[config.mk]
export PLATFORM = sky130hd
export DESIGN_NAME = if_fetch_stage
export DESIGN_NICKNAME = d
export VERILOG_FILES = /design/src/rtl/cpu_pkg.sv /design/src/rtl/if_pc_reg.sv /design/src/rtl/if_fetch_stage.sv
export SDC_FILE = /design/constraint.sdc
export NUM_CORES = 1
export LEC_CHECK = 0
export CORE_MARGIN = 2
export CORE_UTILIZATION = 30
export DETAILED_ROUTE_END_ITERATION = 10
export GPL_TIMING_DRIVEN = 1
export PLACE_DENSITY_LB_ADDON = 0.3
export SLEW_MARGIN = 30
export SYNTH_ARGS = -nofsm -noshare
export SYNTH_HDL_FRONTEND = slang
export SYNTH_SLANG_ARGS = --single-unit
[constraint.sdc]
create_clock -name clk -period 2.3 [get_ports clk]
set_clock_uncertainty 0.05 [all_clocks]
set_input_delay 0.69 -clock clk [delete_from_list [all_inputs] [get_ports clk]]
set_output_delay 0.69 -clock clk [all_outputs]
set_load 0.005 [all_outputs]
[src/rtl/cpu_pkg.sv]
// Shared types and constants for the 32-bit pipelined CPU.
// Used by the fetch stage and its PC register.
package cpu_pkg;

    localparam int XLEN = 32;

    localparam logic [XLEN-1:0] NOP_INSTR     = 32'h0000_0000;
    localparam logic [XLEN-1:0] PC_ALIGN_MASK = 32'hFFFF_FFFC;

    typedef enum logic [1:0] {
        BOOT,
        FETCH,
        HOLD,
        DRAIN
    } fetch_state_t;

    // A fetched instruction together with the address it came from.
    typedef struct packed {
        logic [XLEN-1:0] pc;
        logic [XLEN-1:0] instr;
    } fetch_entry_t;

    function automatic logic [XLEN-1:0] align_pc(input logic [XLEN-1:0] addr);
        return addr & PC_ALIGN_MASK;
    endfunction

endpackage

[src/rtl/if_pc_reg.sv]
// Program counter register: a load (redirect) beats an increment.
// With neither enable asserted the PC holds.
module if_pc_reg
    import cpu_pkg::*;
#(
    parameter logic [XLEN-1:0] RESET_PC = 32'h0000_0000,
    parameter int unsigned     PC_STEP  = 4
) (
    input  logic            clk,
    input  logic            rst_n,
    input  logic            load_i,
    input  logic [XLEN-1:0] load_pc_i,
    input  logic            incr_i,
    output logic [XLEN-1:0] pc_o,
    output logic [XLEN-1:0] pc_next_seq_o
);

    logic [XLEN-1:0] pc_q;
    logic [XLEN-1:0] pc_d;

    // Wraps modulo 2^32, so the address after 0xFFFF_FFFC is 0.
    assign pc_next_seq_o = pc_q + XLEN'(PC_STEP);
    assign pc_o          = pc_q;

    always_comb begin
        pc_d = pc_q;
        if (load_i) begin
            pc_d = align_pc(load_pc_i);
        end else if (incr_i) begin
            pc_d = pc_next_seq_o;
        end
    end

    always_ff @(posedge clk or negedge rst_n) begin
        if (!rst_n) begin
            pc_q <= RESET_PC;
        end else begin
            pc_q <= pc_d;
        end
    end

endmodule

[src/rtl/if_fetch_stage.sv]
// Instruction-fetch stage: PC sequencing, instruction-memory handshake,
// one-entry hold buffer for stalled responses and the IF/ID register.
module if_fetch_stage
    import cpu_pkg::*;
#(
    parameter logic [XLEN-1:0] RESET_PC = 32'h0000_0000,
    parameter int unsigned     PC_STEP  = 4
) (
    input  logic            clk,
    input  logic            rst_n,
    input  logic            redirect_i,
    input  logic [XLEN-1:0] redirect_pc_i,
    input  logic            stall_i,
    output logic            imem_req_o,
    output logic [XLEN-1:0] imem_addr_o,
    input  logic            imem_valid_i,
    input  logic [XLEN-1:0] imem_rdata_i,
    output logic            ifid_valid_o,
    output logic [XLEN-1:0] ifid_pc_o,
    output logic [XLEN-1:0] ifid_pc_plus4_o,
    output logic [XLEN-1:0] ifid_instr_o
);

    fetch_state_t    state_q, state_d;
    fetch_entry_t    hold_q, hold_d;
    logic            ifid_valid_q, ifid_valid_d;
    logic [XLEN-1:0] ifid_pc_q, ifid_pc_d;
    logic [XLEN-1:0] ifid_pc_plus4_q, ifid_pc_plus4_d;
    logic [XLEN-1:0] ifid_instr_q, ifid_instr_d;

    logic            pc_load;
    logic            pc_incr;
    logic [XLEN-1:0] pc;
    logic [XLEN-1:0] pc_next_seq;

    if_pc_reg #(
        .RESET_PC (RESET_PC),
        .PC_STEP  (PC_STEP)
    ) u_pc_reg (
        .clk           (clk),
        .rst_n         (rst_n),
        .load_i        (pc_load),
        .load_pc_i     (redirect_pc_i),
        .incr_i        (pc_incr),
        .pc_o          (pc),
        .pc_next_seq_o (pc_next_seq)
    );

    always_comb begin
        // NOTE: every signal gets a default first, so no path through the
        // case below can leave one unassigned and infer a latch.
        state_d         = state_q;
        hold_d          = hold_q;
        ifid_valid_d    = ifid_valid_q;
        ifid_pc_d       = ifid_pc_q;
        ifid_pc_plus4_d = ifid_pc_plus4_q;
        ifid_instr_d    = ifid_instr_q;
        pc_load         = 1'b0;
        pc_incr         = 1'b0;

        if (redirect_i) begin
            pc_load      = 1'b1;
            ifid_valid_d = 1'b0;
            ifid_instr_d = NOP_INSTR;
            hold_d       = '0;
            // A request still owed by memory must be swallowed before refetching.
            if ((state_q == FETCH || state_q == DRAIN) && !imem_valid_i) begin
                state_d = DRAIN;
            end else begin
                state_d = FETCH;
            end
        end else begin
            unique case (state_q)
                BOOT: state_d = FETCH;
                FETCH: begin
                    if (imem_valid_i) begin
                        pc_incr = 1'b1;
                        if (stall_i) begin
                            hold_d  = '{pc: pc, instr: imem_rdata_i};
                            state_d = HOLD;
                        end else begin
                            ifid_valid_d    = 1'b1;
                            ifid_pc_d       = pc;
                            ifid_pc_plus4_d = pc_next_seq;
                            ifid_instr_d    = imem_rdata_i;
                        end
                    end else if (!stall_i) begin
                        ifid_valid_d = 1'b0;
                    end
                end
                HOLD: begin
                    if (!stall_i) begin
                        ifid_valid_d    = 1'b1;
                        ifid_pc_d       = hold_q.pc;
                        ifid_pc_plus4_d = hold_q.pc + XLEN'(PC_STEP);
                        ifid_instr_d    = hold_q.instr;
                        hold_d          = '0;
                        state_d         = FETCH;
                    end
                end
                DRAIN: begin
                    if (imem_valid_i) begin
                        state_d = FETCH;
                    end
                end
                default: state_d = BOOT;
            endcase
        end
    end

    always_ff @(posedge clk or negedge rst_n) begin
        if (!rst_n) begin
            state_q         <= BOOT;
            hold_q          <= '0;
            ifid_valid_q    <= 1'b0;
            ifid_pc_q       <= '0;
            ifid_pc_plus4_q <= '0;
            ifid_instr_q    <= '0;
        end else begin
            // NOTE: non-blocking assignments let every register sample the
            // pre-edge values, independent of statement order.
            state_q         <= state_d;
            hold_q          <= hold_d;
            ifid_valid_q    <= ifid_valid_d;
            ifid_pc_q       <= ifid_pc_d;
            ifid_pc_plus4_q <= ifid_pc_plus4_d;
            ifid_instr_q    <= ifid_instr_d;
        end
    end

    // The request is decoded from the state register, so reset drops it at once.
    assign imem_req_o      = (state_q == FETCH);
    assign imem_addr_o     = pc;
    assign ifid_valid_o    = ifid_valid_q;
    assign ifid_pc_o       = ifid_pc_q;
    assign ifid_pc_plus4_o = ifid_pc_plus4_q;
    assign ifid_instr_o    = ifid_instr_q;

endmodule

==> flow_summary_export.csv, run 1 <==
group,metric,value,unit
synthesis,netlist_top_cells_count,"nand2_1 (325), dfrtp_1 (189), o21ai_0 (115)",
routing,first_pass_iters,5,
place,hpwl,22400,µm
setup_path,reg2reg_to,"ifid_pc_plus4_o[29]",
power,ir_drop,0.468,mV
clock_network,clock-root-buffer,"clkbuf_16",
synthesis,synth-edff-count,0,
clock_network,cts_made_buffers,17,
floorplanning,row_count,65,
power,clock_power_share,0.316,
routing,drtIter0Drc,590,
power,power.density,720,nW/µm²
floorplanning,die_h,184,µm
timing,whs,176,ps
timing,finalHoldViolCount,0,
setup_path,critPathMaxFanout,11,
global_route,grt_pass1_vias,8826,
global_route,track_usage,0.189,
setup_path,crit_slowest_cell,"clkdlybuf4s50_1",
floorplanning,core-area,31700,µm²
routing,viasPerCell,5.04,
setup_path,critPathMaxStageDelay,510,ps
synthesis,ys.flop_type,"dfrtp_1",
synthesis,ys_top_cells_by_area,"dfrtp_1 (49%), nand2_1 (13%), o21ai_0 (5.9%)",
synthesis,synth_cell_type_count,47,
clock_network,cts_htree_levels,4,
final_layout,regArea,4740,µm²
hold_path,hp-class,"input port to async pin",
clock_network,clkSinkCount,189,
final_layout,multi_input_area,4560,µm²
synthesis,avgSynthCellArea,8.40,µm²
global_route,antenna_found_initial,0,
synthesis,ys_async_sr_fraction,1.00,
synthesis,seq_area_frac_synth,0.486,
synthesis,synth_top_area_cell,"dfrtp_1",
power,p_int,6.80,mW
final_layout,stdcell_count,1782,
place,gp_congestion,0.852,
power,total_power,9.70,mW
floorplanning,ioPinCount,199,
synthesis,synth_top_area_share,0.486,
setup_path,r2r_cells,6,
floorplanning,dieArea,33900,µm²
synthesis,synthCells,1157,
timing,layout_min_cycle_time,2230,ps
synthesis,synth-seq-cells,189,
power,switching_share,0.299,
floorplanning,start_util,0.307,
setup_path,crit_chain,"buf_6 > clkdlybuf4s50_1",
timing,fin_crit_sh,0.970,
setup_path,critPathKind,"flip-flop to primary output",
clock_network,cts_hold_buf,0,
final_layout,layout-drive-gt1-share,0.117,
setup_path,reg2reg_from,"u_pc_reg.pc_o[13]",
clock_network,cts_buffer_depth,2,
synthesis,synth_most_common_cell,"nand2_1",
synthesis,syn_area,9720,µm²
timing,fmax,448,MHz
status,status,"complete, no violations",
final_layout,fin_nets,1438,
final_layout,fill_cells,3162,
place,place_inst,1742,
place,port_buffers,194,
final_layout,fin_util,0.425,
routing,drc,0,
floorplanning,die_w,184,µm
setup_path,worstPathArrival,1490,ps
timing,setup_violations,0,
power,pwr-share-seq,0.435,
run,cap_violations,0,
timing,drv_slew,0,
final_layout,antenna-diode-count,0,
power,p_sw,2.90,mW
clock_network,cts_tree,"built",
setup_path,critPathLaunchType,"flip-flop",
power,pwr-share-comb,0.249,
routing,vias,8989,
global_route,grt_overflow,0,
synthesis,yosys_warnings,0,
timing,max_slew_margin,0.629,
final_layout,area_growth,38.5,%
routing,ant_nets,0,
clock_network,clk_latency,430,ps
clock_network,clk_pin_slew_worst_paths,80,ps
global_route,grt_start_max_net_pins,61,
setup_path,reg2reg_slack,90,ps
global_route,grt_pass1_wl,49700,µm
routing,routed_wl,31800,µm
routing,wire_per_inst,17.8,µm
setup_path,endpoint_kind,"primary output",
setup_path,critical_path_required,1560,ps
timing,worst-slew-pin-transition,557,ps
power,p_leak,5.53,nW
kinds of logic (layout without fill, tap and decap cells):
group	count (synthesis)	count (layout)	synth area share
AND/OR/NAND/NOR	547	547	0.244
AO/OA/AOI/OAI	215	215	0.137
flip-flops	189	189	0.486
buffers and inverters	118	340	0.0515
XOR/XNOR	75	75	0.0676
multiplexers	10	10	0.0103
adder cells (fa/ha/maj)	2	2	0.00257
other	1	2	0.000386
layout make-up:
| class | count | area share |
|---|---|---|
| flip-flops and latches | 189 | 0.352 |
| multi-input cells | 851 | 0.339 |
| repair buffers | 303 | 0.227 |
| well taps | 402 | 0.0374 |
| clock buffers | 19 | 0.0321 |
| clock inverters | 13 | 0.0114 |
| inverters | 5 | 0.00139 |
how the worst max path moves through the flow:
stage / cells after the start / slack [ps] / start / endpoint
after floorplan: 6 / 160 / imem_valid_i / ifid_pc_plus4_o[30]
after CTS: 1 / 6 / u_pc_reg.pc_o[25] / imem_addr_o[25]
after detailed placement: 7 / -300 / imem_valid_i / ifid_instr_o[16]
after global placement: 7 / -220 / imem_valid_i / ifid_instr_o[3]
final: 2 / 70 / u_pc_reg.pc_o[9] / imem_addr_o[9]
after global routing: 7 / -6 / u_pc_reg.pc_o[13] / u_pc_reg.pc_o[30]
timing repair:
item,in CTS,in global routing
pin swaps,0,1
resized for setup,8,10
buffers inserted,2,5
cloned,0,1
endpoints found under the setup margin,7,12
metrics by stage:
stage	setup TNS [ps]	cell area (µm²)	setup WS [ps]
final	0	13500	70.0
after global routing	-9.38	13500	-5.69
after CTS	0	13400	5.84
after detailed placement	-24760	12700	-300
after global placement	-17670	12700	-218
after floorplan	0	9730	164
registers in the layout, indices dropped and copies added (netlist names):
| name | count |
|---|---|
| ifid_pc_plus4_o | 30 |
| u_pc_reg.pc_o | 30 |
| ifid_instr_o | 32 |
| ifid_valid_o | 1 |
| ifid_pc_o | 31 |
| hold_q | 63 |
| state_q | 2 |
layout by cell type (no fill, tap or decap), types with 6 or more instances in the layout:
cell type / n
nand2_1: 325
clkdlybuf4s50_1: 191
dfrtp_1: 180
o21ai_0: 114
nor2_1: 83
buf_4: 82
xnor2_1: 54
a311oi_1: 32
a31oi_1: 30
nand3_1: 28
nand4_1: 22
nor3_1: 22
xor2_1: 21
nor4_1: 20
buf_12: 20
clkbuf_16: 18
a21oi_1: 11
mux2i_1: 10
and3_1: 10
dfrtp_2: 9
or3_1: 7
or4_1: 7
buf_6: 7
and4_1: 6
critical path, delay by kind of cell (launching register included):
family,cells,cell delay [ps]
buffers and inverters,2,680
flip-flops,1,380
metal layers:
metal	track usage	part of all wire	wire length, µm	vias up
li1	-	-	-	4366
met1	0.256	0.46	14500	4351
met2	0.309	0.48	15300	244
met3	0.0361	0.049	1560	28
met4	0.0480	0.014	443	0
met5	0	0	0	-
power by group through the flow:
| stage | logic [mW] | registers (mW) | clock network, mW |
|---|---|---|---|
| 3_3_place_gp | 2.38 | 4.28 | 0 |
| 6_report | 2.42 | 4.22 | 3.06 |
| 2_1_floorplan | 0.889 | 4.20 | 0 |
| 4_1_cts | 2.42 | 4.22 | 3.15 |
| 5_1_grt | 2.67 | 4.28 | 3.29 |
| 3_5_place_dp | 2.40 | 4.28 | 0 |
(Power assumes the default switching activity.)
==> inputs of run 2 (changes only) <==
--- a/config.mk
+++ b/config.mk
@@ -6,10 +6,11 @@
 export NUM_CORES = 1
 export LEC_CHECK = 0
 export CORE_MARGIN = 2
-export CORE_UTILIZATION = 30
+export CORE_UTILIZATION = 52
 export DETAILED_ROUTE_END_ITERATION = 10
 export GPL_TIMING_DRIVEN = 1
-export PLACE_DENSITY_LB_ADDON = 0.3
+export PLACE_DENSITY = 0.83
+export RECOVER_POWER = 50
 export SLEW_MARGIN = 30
 export SYNTH_ARGS = -nofsm -noshare
 export SYNTH_HDL_FRONTEND = slang
==> flow_summary_export.csv, run 2 (synthesis gave the netlist of run 1 again) <==
group,metric,value,unit
status,status,"complete, but fails checks",
status,violations,"negative setup slack",
floorplanning,row_count,50,
power,power.density,738,nW/µm²
global_route,grt_start_max_net_pins,68,
timing,fin_ws,-9.82,ps
timing,fin_crit_sh,1.00,
place,place_inst,1564,
power,p_leak,5.40,nW
routing,routed_wl,28600,µm
timing,worst-slew-pin-transition,1150,ps
setup_path,critical_path_required,2620,ps
routing,first_pass_iters,6,
clock_network,cts_buffer_depth,2,
floorplanning,start_util,0.525,
timing,fin_setup_tns,-9.82,ps
floorplanning,die_w,141,µm
setup_path,critPathMaxFanout,6,
routing,drtIter0Drc,850,
hold_path,hp-class,"input port to async pin",
final_layout,antenna-diode-count,0,
final_layout,largest_register,"hold_q",
final_layout,area_growth,33.3,%
power,switching_share,0.285,
timing,drv_slew,0,
power,pwr-share-seq,0.442,
routing,viasPerCell,5.82,
timing,layout_min_cycle_time,2310,ps
run,cap_violations,0,
global_route,grt_overflow,0,
clock_network,clock-root-buffer,"clkbuf_16",
final_layout,largest_reg_flops,63,
setup_path,worstPathArrival,2630,ps
floorplanning,core-area,18500,µm²
routing,vias,9311,
place,hpwl,20300,µm
setup_path,critPathLaunchType,"flip-flop",
place,gp_congestion,0.908,
final_layout,layout-drive-gt1-share,0.109,
clock_network,cts_made_buffers,17,
global_route,antenna_found_initial,0,
routing,ant_nets,0,
power,clock_power_share,0.319,
floorplanning,ioPinCount,199,
global_route,grt_pass1_vias,8826,
routing,drc,0,
final_layout,fin_util,0.700,
global_route,grt_pass1_wl,45100,µm
clock_network,clkSinkCount,189,
timing,setup_violations,1,
global_route,track_usage,0.288,
clock_network,cts_hold_buf,0,
power,total_power,9.56,mW
power,ir_drop,0.574,mV
power,p_sw,2.73,mW
floorplanning,dieArea,19800,µm²
place,dpl-instance-area,12400,µm²
final_layout,fin_nets,1426,
final_layout,fin_area,13000,µm²
floorplanning,die_h,141,µm
routing,wire_per_inst,17.8,µm
timing,fmax,433,MHz
power,p_int,6.83,mW
setup_path,critPathKind,"flip-flop to flip-flop",
clock_network,clk_latency,430,ps
power,pwr-share-comb,0.239,
place,port_buffers,194,
timing,rsz0062_at_grt,"true",
timing,finalHoldViolCount,0,
final_layout,final_common_cell,"nand2_1",
final_layout,stdcell_count,1601,
clock_network,clk_pin_slew_worst_paths,70,ps
clock_network,cts_htree_levels,4,
setup_path,endpoint_kind,"flip-flop",
timing,max_slew_margin,0.231,
clock_network,cts_tree,"built",
final_layout,layout_common_cells,"nand2_1 (325), clkdlybuf4s50_1 (190), dfrtp_1 (182), o21ai_0 (114), nor2_1 (83)",
## run 2: cell types whose count changed in the layout (fill, tap and decap cells not counted), moves of 3 or more
cell,before,now
clkinv_4,0,3
inv_6,4,1
buf_6,7,2
buf_12,20,6
clkbuf_4,0,3
clkbuf_2,0,4
## run 2: power groups by stage
stage | Combinational [mW] | Sequential, mW | Clock [mW]
finish | 2.29 | 4.22 | 3.05
global route | 2.50 | 4.28 | 3.23
CTS | 2.30 | 4.22 | 3.09
detailed placement | 2.29 | 4.27 | 0
global placement | 2.23 | 4.26 | 0
floorplan | 0.889 | 4.20 | 0
## run 2: layout make-up
type                    instances  area (µm²)
fillers                      1495        5560
flip-flops and latches        189        4740
multi-input cells             851        4570
repair buffers                291        2730
clock buffers                  18         439
well taps                     234         293
clock inverters                13         166
inverters                       5        18.8
## run 2: per-layer routing
layer / share of wire / wire length (µm) / global-route usage / up-vias
li1: - / - / - / 4333
met1: 0.40 / 11400 / 0.370 / 4437
met2: 0.49 / 14000 / 0.475 / 453
met3: 0.067 / 1920 / 0.0489 / 88
met4: 0.045 / 1280 / 0.140 / 0
met5: 0 / 0 / 0 / -
## run 2: through the flow
stage	setup WS [ps]	hold WS (ps)
global placement	-217	409
floorplan	164	344
global route	-27.2	456
detailed placement	-226	420
CTS	0.0197	150
finish	-9.82	422
## run 2: path summary, 6_finish.rpt
| check | start | to | slack, ps | cells past startpoint |
|---|---|---|---|---|
| min in group clk | ifid_pc_plus4_o[9] | ifid_pc_plus4_o[9] | 430 | 2 |
| min | rst_n | u_pc_reg.pc_o[24] | 420 | 1 |
| max in group asynchronous | rst_n | hold_q[12] | 310 | 2 |
| max reg2reg | u_pc_reg.pc_o[2] | ifid_pc_plus4_o[29] | -10 | 5 |
| max | u_pc_reg.pc_o[2] | ifid_pc_plus4_o[29] | -10 | 5 |
| min reg2reg | ifid_pc_plus4_o[9] | ifid_pc_plus4_o[9] | 430 | 2 |
## run 2: critical path, cell delays in order, from the launching register on
cell and delay, ps:
dfrtp_1 440, nand4_1 340, or4_1 610, or3_1 380, a21oi_1 270, a221o_2 160
## run 2: what timing repair did
action / 4_1_cts / 5_1_grt
cloned: 0 / 0
setup buffers: 0 / 6
setup endpoints to repair: 4 / 15
endpoints found under the hold margin: 0 / 0
gates resized for setup: 5 / 8
